## config.mk

```make
export PLATFORM = sky130hd
export DESIGN_NAME = tanh_grad_4bit_stream
export DESIGN_NICKNAME = d
export VERILOG_FILES = /design/src/rtl/act_fn_pkg.sv /design/src/rtl/tanh_grad_core.sv /design/src/rtl/tanh_grad_4bit_stream.sv
export SDC_FILE = /design/constraint.sdc
export NUM_CORES = 1
export LEC_CHECK = 0
export ABC_AREA = 1
export ABC_CLOCK_PERIOD_IN_PS = 5130
export CAP_MARGIN = 10
export CORE_ASPECT_RATIO = 1.75
export CORE_MARGIN = 4
export CORE_UTILIZATION = 40
export DETAILED_ROUTE_END_ITERATION = 12
export PLACE_DENSITY = 0.69
export SYNTH_ARGS = -nofsm -noshare
export SYNTH_HDL_FRONTEND = slang
export SYNTH_SLANG_ARGS = --single-unit
```

## constraint.sdc

```tcl
create_clock -name clk -period 5.13 [get_ports clk]
set_input_delay 0.7695 -clock clk [delete_from_list [all_inputs] [get_ports clk]]
set_output_delay 0.7695 -clock clk [all_outputs]
set_load 0.02 [all_outputs]
```

## src/rtl/act_fn_pkg.sv

```systemverilog
// Shared constants and helpers for the 4-bit tanh activation family.
// Used by the forward circuits and the gradient stream.
package act_fn_pkg;

  localparam int YW_DEF = 4;
  localparam int GW_DEF = 8;
  localparam int ONE_Q  = 1 << (2 * YW_DEF);

  // Arithmetic right shift by sh with round-half-toward-+inf.
  function automatic logic signed [31:0] round_shift(
    input logic signed [31:0] p,
    input int                 sh
  );
    logic signed [31:0] bias;
    bias = 32'sd1 <<< (sh - 1);
    return (p + bias) >>> sh;
  endfunction

endpackage

```

## src/rtl/tanh_grad_core.sv

```systemverilog
// Combinational datapath for the tanh backward pass:
// om = 1 - y^2, then r = round(g * om).
module tanh_grad_core
  import act_fn_pkg::*;
#(
  parameter int YW = YW_DEF,
  parameter int GW = GW_DEF
) (
  input  logic        [YW-1:0]   y,
  output logic        [2*YW:0]   om,
  input  logic signed [GW-1:0]   g,
  input  logic        [2*YW:0]   om_q,
  output logic signed [GW-1:0]   r
);

  localparam int PW = GW + 2 * YW + 1;
  localparam logic [2*YW:0] ONE =
    (2 * YW + 1)'(1) << (2 * YW);

  logic        [2*YW-1:0] sq;
  logic signed [PW-1:0]   g_x;
  logic signed [PW-1:0]   om_x;
  logic signed [PW-1:0]   p;

  // Square and complement feeding stage 1.
  always_comb begin
    sq = {YW'(0), y} * {YW'(0), y};
    om = ONE - {1'b0, sq};
  end

  // Scale the gradient; |om| <= 1.0 so r always fits GW bits.
  always_comb begin
    g_x  = PW'(g);
    om_x = PW'(om_q);
    p    = g_x * om_x;
    r    = GW'(round_shift(32'(p), 2 * YW));
  end

endmodule

```

## src/rtl/tanh_grad_4bit_stream.sv

```systemverilog
// Two-stage streaming tanh gradient: g_in = g * (1 - y^2).
// Valid/ready on both sides, full throughput, no bubbles.
module tanh_grad_4bit_stream
  import act_fn_pkg::*;
#(
  parameter int YW = YW_DEF,
  parameter int GW = GW_DEF
) (
  input  logic                 clk,
  input  logic                 rst_n,
  input  logic                 in_valid,
  output logic                 in_ready,
  input  logic        [YW-1:0] in_y,
  input  logic signed [GW-1:0] in_g,
  output logic                 out_valid,
  input  logic                 out_ready,
  output logic signed [GW-1:0] out_g,
  output logic                 busy
);

  logic                 s1_valid;
  logic        [2*YW:0] s1_om;
  logic signed [GW-1:0] s1_g;
  logic                 s2_valid;

  logic                 s1_adv;
  logic                 s2_adv;
  logic                 in_fire;
  logic        [2*YW:0] om_c;
  logic signed [GW-1:0] r_c;

  tanh_grad_core #(
    .YW (YW),
    .GW (GW)
  ) u_core (
    .y    (in_y),
    .om   (om_c),
    .g    (s1_g),
    .om_q (s1_om),
    .r    (r_c)
  );

  // Handshake: in_ready depends only on pipeline state and out_ready.
  always_comb begin
    s2_adv    = !s2_valid || out_ready;
    s1_adv    = s1_valid && s2_adv;
    in_ready  = !s1_valid || s2_adv;
    in_fire   = in_valid && in_ready;
    out_valid = s2_valid;
    busy      = s1_valid || s2_valid;
  end

  // Stage 1 register: refilled on accept, emptied on advance.
  always_ff @(posedge clk or negedge rst_n) begin
    if (!rst_n) begin
      s1_valid <= 1'b0;
      s1_om    <= '0;
      s1_g     <= '0;
    end else if (in_fire) begin
      s1_valid <= 1'b1;
      s1_om    <= om_c;
      s1_g     <= in_g;
    end else if (s1_adv) begin
      s1_valid <= 1'b0;
    end
  end

  // Stage 2 register: holds the result until downstream takes it.
  always_ff @(posedge clk or negedge rst_n) begin
    if (!rst_n) begin
      s2_valid <= 1'b0;
      out_g    <= '0;
    end else if (s1_adv) begin
      s2_valid <= 1'b1;
      out_g    <= r_c;
    end else if (s2_valid && out_ready) begin
      s2_valid <= 1'b0;
    end
  end

endmodule
```

==> results of run 1 <==
-- layer usage --
metal  wire, um  global-route usage  vias to the layer above
met1       2640               0.160                     1427
met4        248              0.0695                        0
met5          0                   0                        -
met2       4600               0.309                       52
li1           -                   -                     1496
met3        212              0.0173                       19
-- stage by stage --
stage | setup slack, ns | power (mW) | instance area (um^2) | hold slack (ns)
finish | 0.522 | 2.62 | 4180 | 0.477
floorplan | 0.958 | 1.93 | 3730 | 0.474
detailed placement | 0.572 | 2.39 | 4070 | 0.464
global placement | 0.681 | 2.35 | 4070 | 0.465
global route | 0.180 | 3.00 | 4180 | 0.507
CTS | 0.516 | 2.66 | 4180 | 0.483
-- cell families after synthesis --
family / Yosys count / share of synthesized area
AOI/OAI and AO/OA: 31 / 0.0483
xor gates and xnor gates: 9 / 0.0232
adders and majority gates: 93 / 0.397
buffers and inverters: 137 / 0.141
DFF: 26 / 0.174
and+or+nand+nor: 198 / 0.217
-- worst max-delay path: cells and delay by family (launching register included) --
family,cells,cell delay [ns]
adders and majority gates,6,2.78
buffers and inverters,3,0.31
DFF,1,0.44
and+or+nand+nor,8,0.97
-- cells in the mapped netlist --
master	n	area (um^2)
xor2_2	1	16.3
inv_2	2	7.51
a21boi_0	1	7.51
ha_1	51	638
xnor2_1	4	35.0
nand2_1	147	552
o21a_1	2	15.0
nand4_1	4	25.0
nand3_1	16	80.1
nand3_2	1	10.0
nand2_4	1	11.3
xor2_1	4	35.0
nand3b_1	1	7.51
a31oi_1	4	25.0
o41ai_1	1	8.76
clkbuf_1	14	52.6
buf_2	2	10.0
dfrtp_1	26	651
a21oi_1	8	40.0
o21bai_1	1	7.51
buf_6	1	11.3
nor2_1	21	78.8
a21o_1	1	7.51
fa_1	42	841
or2_2	4	25.0
nor2_2	1	6.26
a21oi_2	1	8.76
inv_1	118	443
o21ai_0	11	55.1
nand2_2	2	12.5
o21ai_1	1	5.00
-- layout make-up --
| class | count | area, um^2 | area share |
|---|---|---|---|
| Multi-Input combinational cell | 331 | 2550 | 0.611 |
| Tap cell | 120 | 150 | 0.0359 |
| Inverter | 120 | 450 | 0.108 |
| Timing Repair Buffer | 27 | 268 | 0.0641 |
| Clock inverter | 1 | 30.0 | 0.00719 |
| Clock buffer | 3 | 75.1 | 0.0180 |
| Sequential cell | 26 | 651 | 0.156 |
-- registers in the layout, indices dropped and copies added (netlist names) --
signal     count
out_valid      1
out_g          8
s1_valid       1
s1_om          8
s1_g           8
-- power by group through the flow --
| stage | registers [mW] | logic (mW) | clock network [mW] |
|---|---|---|---|
| floorplan | 0.330 | 1.60 | 0 |
| global placement | 0.337 | 2.01 | 0 |
| detailed placement | 0.342 | 2.05 | 0 |
| CTS | 0.338 | 2.08 | 0.237 |
| global route | 0.349 | 2.41 | 0.242 |
| finish | 0.339 | 2.05 | 0.230 |
-- final timing paths --
path,end,slack (ns),start
worst min-delay path,out_g[2],0.48,out_g[2]
worst max-delay path,out_g[6],0.52,s1_g[7]
min in group asynchronous,s1_valid,0.87,rst_n
worst max register to register,out_g[6],0.52,s1_g[7]
max in group asynchronous,s1_g[0],3.99,rst_n
worst min register to register,out_g[2],0.48,out_g[2]
-- cells in the final DEF (no fill, tap or decap) --
| cell type | count |
|---|---|
| nand2_4 | 1 |
| clkbuf_16 | 3 |
| nand3b_1 | 1 |
| bufinv_16 | 1 |
| buf_4 | 1 |
| xor2_2 | 1 |
| nand2_2 | 2 |
| nand3_2 | 1 |
| clkdlybuf4s50_1 | 26 |
| a21o_1 | 1 |
| nand2_1 | 147 |
| a31oi_1 | 4 |
| ha_1 | 51 |
| xor2_1 | 4 |
| o41ai_1 | 1 |
| o21ai_0 | 11 |
| nor2_1 | 21 |
| nand3_1 | 16 |
| xnor2_1 | 4 |
| a21oi_2 | 1 |
| o21bai_1 | 1 |
| inv_1 | 118 |
| o21a_1 | 2 |
| nor2_2 | 1 |
| dfrtp_1 | 26 |
| a21boi_0 | 1 |
| inv_2 | 2 |
| a21oi_1 | 8 |
| or2_2 | 4 |
| fa_1 | 42 |
| o21ai_1 | 1 |
| nand4_1 | 4 |
==> impl_summary.txt, run 1 <==
----------------------------------------------------
[Pwr]
  Areal power density over the cells ... 627 nW/um^2
  Net switching power ... approximately 1.4 mW
  Internal cell power ... 1.26 mW
  Static leakage ... 2.57 nW
  Power share of the clock group ... 0.088
  Sw frac ... 0.520
  Proportion of power drawn by flip-flops and latches ... 0.129
  Maximum ir drop on the vdd rail ... 329 uV
  Portion of total power attributed to combinational logic ... 0.783

[STA]
  RSZ-0062 raised after global routing ... no
  Final Skew ... 0.00305 ns
  Final Critical Period ... 4.61 ns
  Final slew viol count ... 0
  Accumulated negative setup slack ... 0 ns
  Part of the cycle the worst path needs ... 0.898
  Highest achievable clock rate ... 217 MHz
  Worst slew margin relative to its limit ... 0.742
  Slew @ Worst Pin ... between 0.3 and 0.4 ns
  Hold Fails Final Rpt ... 0
  Setup-failing EPs final ... 0

[CTS]
  Cells resized by post-CTS repair ... 0
  Clock sinks ... 26
  Clock-pin slew of the registers on the worst-case setup and hold paths ... 0.07 ns
  Number of post-CTS setup repair buffers ... 0
  Worst skew pair latency ... roughly 0.27 ns
  H-tree lvl count ... 1
  Root buf cell ... clkbuf_16
  Count of hold-fix buffers inserted at cts ... 0
  Clock buffer count from CTS ... 3
  Clock tree from TritonCTS ... built
  Clock Tree Buf Depth ... 2

[Hold path]
  Hold Path Stages ... 2
  Path type of the worst min-delay path ... flop to flop

[Worst setup path]
  Cells along the critical path ... inv_1 -> nor2_1 -> fa_1 -> fa_1 -> fa_1 -> inv_1 -> fa_1 -> inv_1 -> ha_1 -> ha_1 -> nand2_1 -> nor2_1 -> nand4_1 -> nand3_1 -> nand2_1 -> nand3_1 -> nand2_1
  Startpoint type of the worst setup path ... flop
  Required time worst endpoint ... roughly 5.3 ns
  Largest incremental delay on the critical path ... between 0.5 and 0.6 ns
  Reg2Reg Depth ... 17
  Slowest stage cell, crit path ... fa_1
  Cell repeated most along the worst path ... fa_1
  CP max FO ... 8
  CP Data Arrival Time ... approximately 4.8 ns
  Type of the setup path with the least slack ... flop to flop
  Worst setup EP type ... flop

[Routing]
  Number of antenna-violating nets in the routed design ... 0
  Residual DRC ... 0
  Number of DRC markers in iteration 0 ... 100
  Routed vias/inst ... 4.77
  Final wirelength ... 7.70 mm
  Vias post-DR ... between 2000 and 3000
  Average routed wire per standard cell ... approximately 12 um
  Number of iterations in the first detailed-routing pass ... 4

[Global route]
  Maximum number of pins on one net before global-route repair ... 27
  Remaining Overflow, GRT ... 0
  Overall Global Routing Usage ... 0.158
  Number of antenna violations at the first check in global routing ... 0
  Number of global-route vias before repair ... about 3000
  Global-route wire length before repair ... 13.4 mm

[Place]
  Weighted congestion reported at the end of routability-driven placement ... 0.905
  DP HPWL ... 6.73 mm
  Input/output buffers ... 26
  Number of instances in the placed design ... between 600 and 700

[Floorplanning]
  Die X-Extent ... around 81 um
  Area of the core ... a little over 9000 um^2
  Starting Density ... 0.410
  FP Rows ... 46
  Die area ... 11000 um^2
  Top-level port count ... 27
  Die height ... 136 um

[Cells and area]
  Final standard cell utilization of the core ... 0.459
  Net count of the finished layout ... 618
  Final cell count without fillers ... 628
  # diodes ... 0
  Proportion of layout cells with a drive suffix above 1 ... 0.0354
  # fillers ... 950
  Area delta synth->final ... 12.0%

[Yosys]
  Synthesis Warnings ... 0
  Synth unique cells ... 31
  Yosys reg bits ... 26
  Fraction of the yosys area taken by sequential cells ... 0.174
  Post-synthesis average cell area ... 7.55 um^2
  Post-Synthesis Cell Area ... 3730 um^2
  Synthesized netlist net count ... between 600 and 700
  Syn Inst Count ... 494

[Job]
  Max cap viols ... 0

[Status]
  Run status ... finished, final reports clean

----------------------------------------------------
No activity file was read; power rests on OpenSTA's default activity.
==> run 2: changes to the inputs <==
Settings changed: CORE_UTILIZATION 40 to 55, PLACE_DENSITY 0.69 to 0.86.
==> run 2 against run 1 <==
  * Register-to-register slack improved by 0.10 ns
  * Die area decreased by 25%
  * Non-clock buffer count unchanged
  * Critical path type unchanged
  * Global-route usage increased by 5.1 points
  * Critical endpoint unchanged
  * Largest cell class unchanged
  * Clock power increased by 3%
  * Hold slack improved by 0.0039 ns
==> impl_summary.txt, run 2 (same netlist as run 1, synthesis figures left out) <==
----------------------------------------------------
[Worst setup path]
  Startpoint of the worst-slack reg-to-reg timing path ... s1_g[7]
  Startpoint type of the worst setup path ... flop
  Cells along the critical path ... inv_1 -> nor2_1 -> fa_1 -> fa_1 -> fa_1 -> inv_1 -> fa_1 -> inv_1 -> ha_1 -> ha_1 -> nand2_1 -> nor2_1 -> nand4_1 -> nand3_1 -> nand2_1 -> nand3_1 -> nand2_1
  CP Data Arrival Time ... 4.68 ns
  Slowest stage cell, crit path ... fa_1
  Worst path buffer plus inverter count ... 3
  CP max FO ... 8
  Worst setup EP type ... flop
  Required time worst endpoint ... 5.30 ns
  Largest incremental delay on the critical path ... 0.55 ns
  Register-to-Register Setup Slack ... 0.62 ns
  Reg2Reg Depth ... 17
  Cell repeated most along the worst path ... fa_1
  Largest delay share family, worst path ... adder cells
  Worst reg2reg endpoint ... out_g[6]
  Type of the setup path with the least slack ... flop to flop

[Global route]
  Global-route wire length before repair ... 13.6 mm
  Overall Global Routing Usage ... 0.209
  Number of antenna violations at the first check in global routing ... 0
  Maximum number of pins on one net before global-route repair ... 27
  Number of global-route vias before repair ... 3077
  Remaining Overflow, GRT ... 0

[Place]
  DP HPWL ... about 6.6 mm
  Instance area after placement ... 4030 um^2
  Weighted congestion reported at the end of routability-driven placement ... 0.894
  Input/output buffers ... 26
  DP Worst Slack ... 0.650 ns
  Number of instances in the placed design ... 586

[Floorplanning]
  Starting Density ... 0.566
  Die height ... 117 um
  Top-level port count ... 27
  Die area ... 8210 um^2
  Area of the core ... 6590 um^2
  Die X-Extent ... 70.2 um
  FP Rows ... 39

[CTS]
  Root buf cell ... clkbuf_16
  Count of hold-fix buffers inserted at cts ... 0
  Clock sinks ... 26
  H-tree lvl count ... 1
  Clock Tree Buf Depth ... 2
  Worst skew pair latency ... 0.27 ns
  Number of post-CTS setup repair buffers ... 0
  Clock buffer count from CTS ... 3
  Clock-pin slew of the registers on the worst-case setup and hold paths ... 0.07 ns
  Cells resized by post-CTS repair ... 0
  Clock tree from TritonCTS ... built

[Job]
  Max cap viols ... 0

[Hold path]
  Hold Path Stages ... 2
  Launch instance of the worst min-delay path ... out_g[5]
  Hold endpoint ... out_g[5]
  Path type of the worst min-delay path ... flop to flop

[STA]
  Hold WS ... 0.481 ns
  Highest achievable clock rate ... around 220 MHz
  Worst slew margin relative to its limit ... 0.735
  Final slew viol count ... 0
  Final Skew ... 0.00543 ns
  Final Critical Period ... 4.51 ns
  Accumulated negative setup slack ... 0 ns
  Setup-failing EPs final ... 0
  Part of the cycle the worst path needs ... 0.879
  Worst path setup slack after routing ... approximately 0.62 ns
  Slew @ Worst Pin ... 0.398 ns
  RSZ-0062 raised after global routing ... no
  Hold Fails Final Rpt ... 0

[Pwr]
  Final total power ... 2.65 mW
  Maximum ir drop on the vdd rail ... 353 uV
  Static leakage ... 2.57 nW
  Areal power density over the cells ... 642 nW/um^2

[Routing]
  Average routed wire per standard cell ... approximately 13 um
  Number of DRC markers in iteration 0 ... 139
  Vias post-DR ... 2983
  Number of iterations in the first detailed-routing pass ... 4
  Number of antenna-violating nets in the routed design ... 0
  Residual DRC ... 0
  Final wirelength ... 7.74 mm
  Routed vias/inst ... 5.06

[Cells and area]
  Area delta synth->final ... 10.8%
  Net count of the finished layout ... roughly 620
  Area of all placed cells without fillers ... just over 4000 um^2
  Top library cells by usage in the layout, fill and taps aside ... nand2_1 (147), inv_1 (118), ha_1 (51)
  Most frequent standard cell in the layout excluding fill and tap cells ... nand2_1
  Largest registers ... out_g (8), s1_g (8), s1_om (8)
  Final standard cell utilization of the core ... 0.627
  Proportion of layout cells with a drive suffix above 1 ... 0.0354
  # diodes ... 0
  Final cell count without fillers ... 590

[Status]
  Run status ... finished, final reports clean

----------------------------------------------------
-- run 2: cell counts in the layout (fill, tap and decap cells not counted) --
No cell type changed its count.
-- run 2: worst reg2reg max path, delay by kind of cell (launching register included) --
kind | cells | cell delay, ns
adder cells (fa/ha/maj) | 6 | 2.78
AND/OR/NAND/NOR | 8 | 0.89
flip-flops | 1 | 0.44
buffers and inverters | 3 | 0.31
-- run 2: power by group --
part	internal, mW	total [mW]	switching [mW]	leakage [nW]
registers	0.264	0.340	0.0751	0.315
logic	0.849	2.08	1.23	2.20
clock network	0.156	0.236	0.0799	0.0511
-- run 2: layer usage --
| metal | global-route usage | vias to the layer above | share of wire |
|---|---|---|---|
| met4 | 0.123 | 0 | 0.046 |
| met5 | 0 | - | 0 |
| li1 | - | 1493 | - |
| met3 | 0.0197 | 28 | 0.029 |
| met2 | 0.397 | 72 | 0.56 |
| met1 | 0.220 | 1390 | 0.36 |
-- run 2: cell type report --
class | count | area (um^2)
Clock inverter | 1 | 30.0
Sequential cell | 26 | 651
Clock buffer | 3 | 75.1
Multi-Input combinational cell | 331 | 2550
Tap cell | 82 | 103
Timing Repair Buffer | 27 | 268
Fill cell | 550 | 2460
Inverter | 120 | 450
-- run 2: worst max path at each step --
stage,cells past startpoint,from,endpoint,slack [ns]
after floorplan,18,s1_g[5],out_g[5],0.96
after global placement,17,s1_g[7],out_g[6],0.75
after CTS,17,s1_g[7],out_g[6],0.63
after detailed placement,17,s1_g[7],out_g[6],0.65
final,17,s1_g[7],out_g[6],0.62
after global routing,17,s1_g[7],out_g[6],0.32
==> run 3: changes to the inputs <==
Settings changed: PLACE_DENSITY 0.86 to 0.73.
==> run 3 against run 2 <==
  * Global-route usage is 0.83 points lower
  * Die area stayed put
  * Setup slack better by 0.040 ns
  * Clock-buffer cell count is 1 higher
  * Design area is 0.39% lower
==> impl_summary.txt, run 3 (same netlist as run 1, synthesis figures left out) <==
----------------------------------------------------
[Status]
  Run status ... finished, final reports clean

[Floorplanning]
  Die height ... 117 um
  Die X-Extent ... 70.2 um
  Starting Density ... 0.566
  FP Rows ... 39
  Area of the core ... 6590 um^2
  Top-level port count ... 27
  Die area ... 8210 um^2

[Routing]
  Number of DRC markers in iteration 0 ... 151
  Average routed wire per standard cell ... 12.7 um
  Residual DRC ... 0
  Vias post-DR ... 3013
  Final wirelength ... 7.48 mm
  Number of antenna-violating nets in the routed design ... 0
  Number of iterations in the first detailed-routing pass ... 4
  Routed vias/inst ... about 5.1

[Cells and area]
  # fillers ... between 500 and 600
  Net count of the finished layout ... approximately 620
  Area delta synth->final ... 10.3%
  # diodes ... 0
  Proportion of layout cells with a drive suffix above 1 ... 0.0354
  Largest registers ... out_g (8), s1_g (8), s1_om (8)
  Top library cells by usage in the layout, fill and taps aside ... nand2_1 (147), inv_1 (118), ha_1 (51)
  Most frequent standard cell in the layout excluding fill and tap cells ... nand2_1

[CTS]
  Clock tree from TritonCTS ... built
  Count of hold-fix buffers inserted at cts ... 0
  Clock buffer count from CTS ... 3
  Clock Tree Buf Depth ... 2
  Number of post-CTS setup repair buffers ... 0
  Clock sinks ... 26
  Cells resized by post-CTS repair ... 0
  Clock-pin slew of the registers on the worst-case setup and hold paths ... 0.07 ns
  H-tree lvl count ... 1
  Root buf cell ... clkbuf_16
  Worst skew pair latency ... around 0.26 ns

[Global route]
  Overall Global Routing Usage ... 0.200
  Number of global-route vias before repair ... 3240
  Maximum number of pins on one net before global-route repair ... 27
  Number of antenna violations at the first check in global routing ... 0
  Global-route wire length before repair ... 13.4 mm
  Remaining Overflow, GRT ... 0

[STA]
  Part of the cycle the worst path needs ... 0.871
  Worst path setup slack after routing ... 0.662 ns
  Final Skew ... 0.00449 ns
  Final Critical Period ... 4.47 ns
  Slew @ Worst Pin ... about 0.38 ns
  Setup-failing EPs final ... 0
  RSZ-0062 raised after global routing ... no
  Highest achievable clock rate ... 224 MHz
  Accumulated negative setup slack ... 0 ns
  Worst slew margin relative to its limit ... 0.747
  Hold Fails Final Rpt ... 0
  Final slew viol count ... 0

[Worst setup path]
  Required time worst endpoint ... 5.29 ns
  Startpoint type of the worst setup path ... flop
  CP Data Arrival Time ... 4.63 ns
  Worst setup EP type ... flop
  Register-to-Register Setup Slack ... ~0.66 ns
  CP max FO ... 8
  Type of the setup path with the least slack ... flop to flop

[Job]
  Max cap viols ... 0

[Place]
  Weighted congestion reported at the end of routability-driven placement ... 0.903
  Input/output buffers ... 26
  DP HPWL ... 6.46 mm
  DP Worst Slack ... 0.704 ns

[Hold path]
  Path type of the worst min-delay path ... flop to flop

[Pwr]
  Maximum ir drop on the vdd rail ... 368 uV
  Static leakage ... 2.56 nW
  Areal power density over the cells ... 632 nW/um^2

----------------------------------------------------
-- run 3: changes by cell type in the layout (fill, tap and decap cells not counted), sizes merged --
cell	delta
bufinv	-1
clkbuf	+1
-- run 3: power by group --
part	leakage [nW]	internal, mW	switching [mW]	total, mW
logic	2.20	0.837	1.22	2.06
clock network	0.0442	0.120	0.0746	0.194
registers	0.315	0.264	0.0810	0.345
total	2.56	1.22	1.38	2.60
-- run 3: worst paths after layout --
check	endpoint	start	depth (start not counted)
setup / recovery	out_g[5]	s1_g[7]	19
hold / removal	out_g[5]	out_g[5]	2
setup reg to reg	out_g[5]	s1_g[7]	19
hold reg to reg	out_g[5]	out_g[5]	2
max in group asynchronous	s1_g[3]	rst_n	2
min in group asynchronous	out_g[7]	rst_n	2
-- run 3: worst max-delay path: stages, from the launching register on --
cell and delay (ns):
dfrtp_1 0.43, inv_1 0.17, nor2_1 0.21, inv_1 0.08
ha_1 0.32, fa_1 0.54, inv_1 0.06, fa_1 0.50
fa_1 0.57, fa_1 0.43, ha_1 0.37, nand2_1 0.08
nor2_1 0.13, nand2_1 0.09, nand2_1 0.08, nand2_1 0.07
nand2_1 0.06, nand2_1 0.05, nand3_1 0.07, nand2_1 0.05
-- run 3: per-layer routing --
layer,global-route usage,wire length (um),vias to the layer above
li1,-,-,1498
met1,0.199,2730,1402
met2,0.409,4220,87
met3,0.0179,238,26
met4,0.0908,289,0
met5,0,0,-
-- run 3: layout make-up --
class                      count  area [um^2]  area share
multi-input combinational    331         2550       0.621
sequential                    26          651       0.158
inverter                     120          450       0.109
timing repair buffer          27          268      0.0651
tap                           82          103      0.0249
clock buffer                   4         88.8      0.0216
-- run 3: per-stage QoR --
step | hold slack (ns) | power (mW) | cells | cell area, um^2 | utilization
after detailed placement | 0.466 | 2.40 | 586 | 4030 | 0.611
final | 0.478 | 2.60 | 590 | 4110 | 0.625
after global routing | 0.499 | 2.99 | 590 | 4110 | 0.625
after floorplan | 0.474 | 1.93 | 494 | 3730 | -
after global placement | 0.463 | 2.35 | 586 | 4030 | 0.611
after CTS | 0.484 | 2.62 | 590 | 4110 | 0.625
